===== src/rtl/uart_pkg.sv =====
// Shared definitions for the UART blocks: FSM states, frame width and baud divisor helper.
package uart_pkg;

  localparam int DATA_BITS = 8;

  typedef enum logic [2:0] {
    IDLE,
    START,
    DATA,
    PARITY,
    STOP
  } uart_state_e;

  function automatic int calc_div(input int clk_freq, input int baud_rate);
    return clk_freq / baud_rate;
  endfunction

endpackage


===== src/rtl/uart_fifo.sv =====
// Synchronous circular-buffer FIFO with registered occupancy; full/empty decode from the count.
module uart_fifo #(
  parameter int DEPTH = 16,
  parameter int WIDTH = 8
) (
  input  logic                     clk,
  input  logic                     reset,
  input  logic                     push,
  input  logic                     pop,
  input  logic [WIDTH-1:0]         din,
  output logic [WIDTH-1:0]         dout,
  output logic                     full,
  output logic                     empty,
  output logic [$clog2(DEPTH):0]   count
);

  localparam int AW = $clog2(DEPTH);

  logic [WIDTH-1:0] mem_q [DEPTH];
  logic [AW-1:0]    wr_ptr_q, rd_ptr_q;
  logic [AW:0]      count_q;
  logic             push_ok, pop_ok;

  assign full    = (count_q == (AW+1)'(DEPTH));
  assign empty   = (count_q == '0);
  assign count   = count_q;
  assign dout    = mem_q[rd_ptr_q];
  // Gating uses the registered flags, so a push into a full FIFO is lost even when a pop coincides.
  assign push_ok = push && !full;
  assign pop_ok  = pop && !empty;

  always_ff @(posedge clk) begin
    if (push_ok) begin
      mem_q[wr_ptr_q] <= din;
    end
  end

  always_ff @(posedge clk or posedge reset) begin
    if (reset) begin
      wr_ptr_q <= '0;
      rd_ptr_q <= '0;
      count_q  <= '0;
    end else begin
      if (push_ok) wr_ptr_q <= wr_ptr_q + AW'(1);
      if (pop_ok)  rd_ptr_q <= rd_ptr_q + AW'(1);
      case ({push_ok, pop_ok})
        2'b10:   count_q <= count_q + (AW+1)'(1);
        2'b01:   count_q <= count_q - (AW+1)'(1);
        default: count_q <= count_q;
      endcase
    end
  end

endmodule


===== src/rtl/uart_tx_buffered.sv =====
// FIFO-buffered 8N1 UART transmitter; defining UART_TX_PARITY_EN adds an even-parity bit (8E1).
module uart_tx_buffered
  import uart_pkg::*;
#(
  parameter int CLK_FREQ   = 150000000,
  parameter int BAUD_RATE  = 115200,
  parameter int FIFO_DEPTH = 16
) (
  input  logic                          clk,
  input  logic                          reset,
  input  logic                          wr_en,
  input  logic [7:0]                    wr_data,
  output logic                          full,
  output logic                          empty,
  output logic [$clog2(FIFO_DEPTH):0]   count,
  output logic                          busy,
  output logic                          tx
);

  localparam int DIV = calc_div(CLK_FREQ, BAUD_RATE);
  localparam int BW  = (DIV > 1) ? $clog2(DIV) : 1;
  localparam int CW  = $clog2(DATA_BITS);

  uart_state_e          state_q, state_d;
  logic [BW-1:0]        baud_q, baud_d;
  logic [CW-1:0]        bit_q, bit_d;
  logic [DATA_BITS-1:0] shift_q, shift_d;
  logic [DATA_BITS-1:0] head;
  logic                 tx_q, tx_d;
  logic                 busy_q;
  logic                 pop;
  logic                 baud_tick;
`ifdef UART_TX_PARITY_EN
  logic                 parity_q, parity_d;
`endif

  uart_fifo #(
    .DEPTH (FIFO_DEPTH),
    .WIDTH (DATA_BITS)
  ) u_fifo (
    .clk   (clk),
    .reset (reset),
    .push  (wr_en),
    .pop   (pop),
    .din   (wr_data),
    .dout  (head),
    .full  (full),
    .empty (empty),
    .count (count)
  );

  assign baud_tick = (baud_q == BW'(DIV - 1));

  always_comb begin
    state_d  = state_q;
    baud_d   = baud_tick ? '0 : baud_q + BW'(1);
    bit_d    = bit_q;
    shift_d  = shift_q;
    tx_d     = 1'b1;
    pop      = 1'b0;
`ifdef UART_TX_PARITY_EN
    parity_d = parity_q;
`endif
    case (state_q)
      IDLE: begin
        baud_d = '0;
        if (!empty) begin
          pop      = 1'b1;
          shift_d  = head;
          bit_d    = '0;
          state_d  = START;
`ifdef UART_TX_PARITY_EN
          parity_d = ^head;
`endif
        end
      end
      START: begin
        tx_d = 1'b0;
        if (baud_tick) state_d = DATA;
      end
      DATA: begin
        tx_d = shift_q[0];
        if (baud_tick) begin
          shift_d = shift_q >> 1;
          bit_d   = bit_q + CW'(1);
          if (bit_q == CW'(DATA_BITS - 1)) begin
`ifdef UART_TX_PARITY_EN
            state_d = PARITY;
`else
            state_d = STOP;
`endif
          end
        end
      end
`ifdef UART_TX_PARITY_EN
      PARITY: begin
        tx_d = parity_q;
        if (baud_tick) state_d = STOP;
      end
`endif
      STOP: begin
        tx_d = 1'b1;
        if (baud_tick) state_d = IDLE;
      end
      default: state_d = IDLE;
    endcase
  end

  // The line and busy flag follow the FSM by one register stage, so both stay frame-aligned.
  always_ff @(posedge clk or posedge reset) begin
    if (reset) begin
      state_q  <= IDLE;
      baud_q   <= '0;
      bit_q    <= '0;
      shift_q  <= '0;
      tx_q     <= 1'b1;
      busy_q   <= 1'b0;
`ifdef UART_TX_PARITY_EN
      parity_q <= 1'b0;
`endif
    end else begin
      state_q  <= state_d;
      baud_q   <= baud_d;
      bit_q    <= bit_d;
      shift_q  <= shift_d;
      tx_q     <= tx_d;
      busy_q   <= (state_q != IDLE) || !empty;
`ifdef UART_TX_PARITY_EN
      parity_q <= parity_d;
`endif
    end
  end

  assign tx   = tx_q;
  assign busy = busy_q;

endmodule


===== config.mk =====
export PLATFORM = sky130hd
export DESIGN_NAME = uart_tx_buffered
export DESIGN_NICKNAME = d
export VERILOG_FILES = /design/src/rtl/uart_pkg.sv /design/src/rtl/uart_fifo.sv /design/src/rtl/uart_tx_buffered.sv
export SDC_FILE = /design/constraint.sdc
export NUM_CORES = 1
export LEC_CHECK = 0
export ABC_AREA = 1
export ABC_CLOCK_PERIOD_IN_PS = 5100
export BUFFER_PORTS_ARGS = -buffer_cell sky130_fd_sc_hd__buf_2
export CAP_MARGIN = 40
export CELL_PAD_IN_SITES_DETAIL_PLACEMENT = 0
export CELL_PAD_IN_SITES_GLOBAL_PLACEMENT = 2
export CORE_MARGIN = 2
export CORE_UTILIZATION = 44
export CTS_CLUSTER_DIAMETER = 200
export DETAILED_ROUTE_END_ITERATION = 7
export GPL_ROUTABILITY_DRIVEN = 0
export PLACE_DENSITY_LB_ADDON = 0.25
export SLEW_MARGIN = 15
export SYNTH_ARGS = -nofsm -noshare
export SYNTH_HDL_FRONTEND = slang
export SYNTH_SLANG_ARGS = --single-unit

===== constraint.sdc =====
create_clock -name clk -period 5.1 [get_ports clk]
set_input_delay 0.765 -clock clk [delete_from_list [all_inputs] [get_ports clk]]
set_output_delay 0.765 -clock clk [all_outputs]
set_load 0.005 [all_outputs]

== Word level (Yosys, flattened, before mapping) ==
Memory sizes are Yosys's and may differ from the RTL's.
Cells that the tools add are included.

* Bits in registers: 40
* Memory bits (writable): 128
* Logic and storage cells: 61
* Memories kept: 1

* $add $sub $neg: 6
* Eq/ne operators: 13
* Multiplexer cells: 20
* Reductions and logical operators: 12

{| class="wikitable"
|+ Memories
! memory !! depth !! width !! rd ports !! clocked after Yosys merged registers in !! write ports !! RTL line !! source
|-
| u_fifo.mem_q || 16 || 8 || 1 || 0 || 1 || uart_fifo.sv:19 || <nowiki>logic [WIDTH-1:0] mem_q [DEPTH];</nowiki>
|}

{| class="wikitable"
|+ Operators by type and width
! cell !! count
|-
| 11-bit 2-to-1 mux || 2
|-
| 3-bit 2-to-1 mux || 7
|-
| 8-bit 2-to-1 mux || 2
|-
| 8-bit one-hot mux with 2 select lines || 1
|-
| 3-bit one-hot mux with 4 select lines || 1
|-
| 11-bit by 1-bit adder with 11-bit output (second input constant) || 1
|-
| 11-bit equality test (second input constant) || 1
|-
| 2-bit != test (second input constant) || 5
|-
| 5-bit one-hot mux with 2 select lines || 1
|-
| 4-bit by 1-bit adder with 4-bit output (second input constant) || 2
|-
| 3-bit equality test (second input constant) || 2
|-
| 3-bit one-hot mux with 2 select lines || 1
|-
| 5-bit by 1-bit adder with 5-bit output (second input constant) || 1
|-
| 5-bit equality test (second input constant) || 1
|-
| 5-bit zero test || 1
|-
| 5-bit AND reduction || 1
|-
| 5-bit by 1-bit subtractor with 5-bit output (second input constant) || 1
|-
| 1-bit 2-to-1 mux || 4
|-
| 2-bit nonzero test || 2
|-
| 3-bit by 1-bit adder with 3-bit output (second input constant) || 1
|-
| 3-bit by 1-bit equality test with 1-bit output (second input constant) || 1
|-
| 3-bit by 2-bit equality test with 1-bit output (second input constant) || 1
|-
| 3-bit zero test || 1
|-
| 3-bit AND reduction || 1
|-
| 7 further kinds || 9
|}

== Longest topological paths before layout ==
* Depth after elaboration: 6
* Gate-level depth with buffers: 17
* Mapped depth without buffers: 16

== Cells and area by module ==
Synthesis repeated with hierarchy kept, for this count alone.

* Cell total of the unflattened synthesis: 788
* Area total of the unflattened synthesis: 7658.6 um^2

{| class="wikitable"
|+ By module, submodules not included
! module !! instances !! cells an instance !! area each (um^2) !! sequential area each (um^2)
|-
| uart_fifo || 1 || 623 || 6236.0 || 4169.0
|-
| uart_tx_buffered || 1 || 165 || 1422.6 || 676.9
|}

== Worst setup path before layout ==
No wires, ideal clock.

* Path type: register -> register
* Start point: register u_fifo.count_q[2], in the netlist u_fifo.count[2]
* End point: register u_fifo.count_q[4], in the netlist u_fifo.count[4]
* Setup time: 0.117 ns
* Arrival time: 2.030 ns
* Data required time: 4.983 ns
* Slack: 2.954 ns
* Cell stages (with the launch flop): 18
* Cells stage by stage: dfrtp_1 nor2_1 nand3_1 inv_1 nand2_1 nand2_4 clkbuf_8 inv_8 ha_1 xor2_1 ha_1 inv_1 nand2_1 nand3_1 nand2_1 xor2_1 nand2_1 nand2_1

* Cells in the longest elaborated chain, start to end: 6
* Elaborated cells between the ends (all ways): 14
* Those cells by class: 2 x add/sub; 3 x eq/ne; 3 x mux; 6 x reduce/logical

{| class="wikitable"
|+ RTL lines
! item !! RTL line !! source
|-
| start: declaration || uart_fifo.sv:21 || <nowiki>logic [AW:0] count_q;</nowiki>
|-
| start signal: assignment || uart_fifo.sv:47 || <nowiki>2'b10: count_q <= count_q + (AW+1)'(1);</nowiki>
|-
| start signal: assignment || uart_fifo.sv:48 || <nowiki>2'b01: count_q <= count_q - (AW+1)'(1);</nowiki>
|-
| start signal: assignment || uart_fifo.sv:49 || <nowiki>default: count_q <= count_q;</nowiki>
|-
| 5-bit zero test * || uart_fifo.sv:25 || <nowiki>assign empty = (count_q == '0);</nowiki>
|-
| 1-bit 2-to-1 mux || uart_tx_buffered.sv:67 || <nowiki>if (!empty) begin</nowiki>
|-
| 1-bit 2-to-1 mux || uart_tx_buffered.sv:64 || <nowiki>case (state_q)</nowiki>
|-
| 1-bit logical AND * || uart_fifo.sv:30 || <nowiki>assign pop_ok = pop && !empty;</nowiki>
|-
| named net u_fifo.pop_ok || uart_fifo.sv:22 || <nowiki>logic push_ok, pop_ok;</nowiki>
|-
| 2-bit by 1-bit equality test with 1-bit output or 2-bit equality test (tied branches) || uart_fifo.sv:46 || <nowiki>case ({push_ok, pop_ok})</nowiki>
|-
| 5-bit one-hot mux with 2 select lines or 2-bit nonzero test (tied branches) || - ||
|}

The timed path passes the listed nets; every way through them passes the cells marked *.
A chain may end at the register's enable or synchronous reset.

== Worst setup path in the final report ==
Ends and elaborated chain as after synthesis.

==> reports/qor.yml <==
grt_util_all_layers_pct: 19.2
status: "completed"
synthFlopType: "edfxtp_1"
cts_hold_buf: 0
min_path_type: "primary input to async pin"
path_cells: "nor2_1, nand3_1, inv_1, nand2_1, nand2_4, inv_8, ha_1, xor2_1, ha_1, inv_1, nand2_1, nand3_1, nand2_1, xor2_1, nand2_1, nand2_1"
top_layer: "met4"
p_int_mw: 2.33
yosysSeqAreaShare_pct: 64.4
antenna_found_initial: 0
drive_gt1_share_pct: 10.1
rsz0062_at_grt: "false"
cpMostUsedCell: "nand2_1"
synth-xor-area-share_pct: 1.63
cp_top_family: "simple AND/OR/NAND/NOR gates"
endpoint_kind: "flip-flop"
p_sw_mw: 0.822
synth_top_area_share_pct: 51.1
overflow: 0
ys_types: 38
setup_viol: 0
cp_max_fo: 11
postCtsSetupRepairBufs: 0
worst_pin_slew_ps: 822
switching_share_pct: 26.0
setup_tns_ps: 0
cts.root.buffer_cell: "clkbuf_16"
power_density_nw_per_um2: 379
synth_area_leaders: "edfxtp_1 (51%), dfrtp_1 (13%), nand2_1 (11%)"
synth_top_family_by_area: "simple AND/OR/NAND/NOR gates"
critPathLaunchType: "flip-flop"
ys_async_sr_fraction_pct: 23.8
p_seq_share_pct: 52.8
dpl.hpwl_um: 11100
avgSynthCellArea_sq_um: 10.2
drcViolationCount: 0
grt_max_degree: 72
die_w_um: 135
synth_fa_ha_area_share_pct: 2.16
synth.area.mux_share_pct: 0
drt_iter0_markers: 311
fillers: 1526
synth_compound_area_share_pct: 3.51
ir_drop_v: 0.000267
fmax_mhz: 425
diodes: 0
wl_met2_um: 8160
clk_latency_ps: 420
drv_cap: 0
synthCells: 739
routed_wl_um: 16300
syn2layout_area_growth_pct: 10.6
detail-route-antenna-nets: 0
cp.required_ps: 5470
die_area_sq_um: 18200
p_total_mw: 3.16
num_rows: 47
fin_hold_ws_ps: 449
drt_pass1_iterations: 5
grt_pass1_wl_um: 26000
pwr-share-comb_pct: 10.8
via_per_inst: 5.13
rr_startpoint: "u_fifo.count[2]"
ys_seq_elements: 168
cts.repair.resized: 0
cp_slowest_stage_delay_ps: 430
initial_utilization_pct: 45.2
core_area_sq_um: 16600
p_leak_nw: 3.55
arrival_ps: 2720
syn_area_sq_um: 7530
clock_skew_ps: 7.46
yosys.area.top_type: "edfxtp_1"
numCtsBuffers: 17
min_period_ps: 2350
clkPwrFrac_pct: 36.4
htreeDepth: 4
grt_pass1_vias: 4817
vias: 5077
hold_viol: 0
critPathKind: "flip-flop to flip-flop"
synth-simple-area-share_pct: 22.4
mappedNetlistNets: 763
startpoint: "u_fifo.count[2]"
synth-edff-count: 128
cts_tree: "built"
cts_buffer_depth: 2
cts.sinks: 168
yosysWarnings: 0
layout.nets: 781
path_clk_slew_ps: 60
cp.buffers_inverters: 3
finalMaxSlewViolations: 0
io_buffers: 19
ioPinCount: 20
route.met3.wl_um: 732
die_h_um: 135
met1_length_um: 7150
relSlewSlack_pct: 45.0
finalCritPeriodShare_pct: 46.1
cp_slowest_cell: "dfrtp_1"
wl_per_cell_um: 16.5
[worst register-to-register path, cell delays in order, from the launching register on]
cell and delay, ps:
dfrtp_1 430, nor2_1 120, nand3_1 80, inv_1 80, nand2_1 120, nand2_4 200, inv_8 60, ha_1 260
xor2_1 210, ha_1 180, inv_1 40, nand2_1 90, nand3_1 90, nand2_1 100, xor2_1 140, nand2_1 60
nand2_1 50
[layout by cell type, fill, tap and decap left out, types with 3 or more instances in the layout]
master       n
nand2_1    219
edfxtp_1   128
nand3_1     83
nor2_1      68
inv_1       66
dfrtp_1     38
o21ai_0     22
a21oi_1     19
buf_2       19
clkbuf_16   17
ha_1        13
xor2_1      11
inv_2        7
nor3_1       5
clkinv_2     5
clkinv_4     5
clkinv_1     4
o211ai_1     4
nand2_2      3
nand4_1      3
xnor2_1      3
inv_6        3
buf_4        3
[cell type report]
type / count / area (sq um) / area share [%]
sequential: 168 / 4850 / 58.2
multi-input combinational: 469 / 2240 / 26.9
clock buffer: 17 / 425 / 5.11
inverter: 78 / 303 / 3.64
tap: 220 / 275 / 3.30
timing repair buffer: 23 / 138 / 1.65
clock inverter: 15 / 104 / 1.25
[cells in the mapped netlist (2+ instances only)]
cell type / instances
inv_2: 7
ha_1: 13
edfxtp_1: 128
nand3_1: 83
o211ai_1: 4
nor2_1: 68
buf_4: 2
a21oi_1: 19
dfrtp_1: 39
nand2_1: 219
nor3_1: 5
clkinv_1: 2
o21ai_0: 22
nor3_2: 2
nand2_2: 3
nand2_4: 2
buf_2: 19
xor2_1: 11
inv_1: 67
nor2_4: 2
nand4_1: 3
xnor2_1: 3
[cells by family after synthesis]
| logic type | count (synthesis) |
|---|---|
| xor+xnor | 14 |
| fa+ha+maj | 13 |
| compound gates | 49 |
| simple gates | 393 |
| flops | 168 |
| buf+inv | 102 |
[final timing paths]
| kind | endpoint | slack, ps | depth (start not counted) |
|---|---|---|---|
| min in group clk | shift_q[2] | 480 | 2 |
| worst max register to register | u_fifo.count[4] | 2750 | 16 |
| worst min register to register | shift_q[2] | 480 | 2 |
| max in group asynchronous | u_fifo.rd_ptr_q[0] | 4240 | 3 |
| worst max-delay path | u_fifo.count[4] | 2750 | 16 |
| worst min-delay path | baud_q[0] | 450 | 3 |
[routing by layer]
metal | vias up | global-route usage (%)
li1 | 2469 | -
met1 | 2472 | 25.8
met2 | 114 | 31.4
met3 | 22 | 4.13
met4 | 0 | 5.85
met5 | - | 0
[power groups by stage]
stage | Clock [mW] | Sequential, mW | Combinational [mW]
floorplan | 0 | 1.68 | 0.220
global placement | 0 | 1.69 | 0.345
detailed placement | 0 | 1.70 | 0.345
CTS | 1.17 | 1.67 | 0.347
global route | 1.23 | 1.68 | 0.387
finish | 1.15 | 1.67 | 0.340
[state kept, by name, indices dropped and copies added (netlist names)]
name,flops
bit_q,3
u_fifo.wr_ptr_q,4
busy,1
state_q,3
u_fifo.count,5
shift_q,8
u_fifo.mem_q,128
u_fifo.rd_ptr_q,4
tx,1
baud_q,11
[through the flow]
stage          util [%]  worst slack (ps)  cells  instance area [sq um]
2_1_floorplan         -              2950    739                   7530
3_3_place_gp       46.7              2680    957                   7780
3_5_place_dp       46.9              2650    958                   7800
4_1_cts            50.0              2740    990                   8330
5_1_grt            50.0              2510    990                   8330
6_report           50.0              2750    990                   8330
No activity file was read; power rests on OpenSTA's default activity.
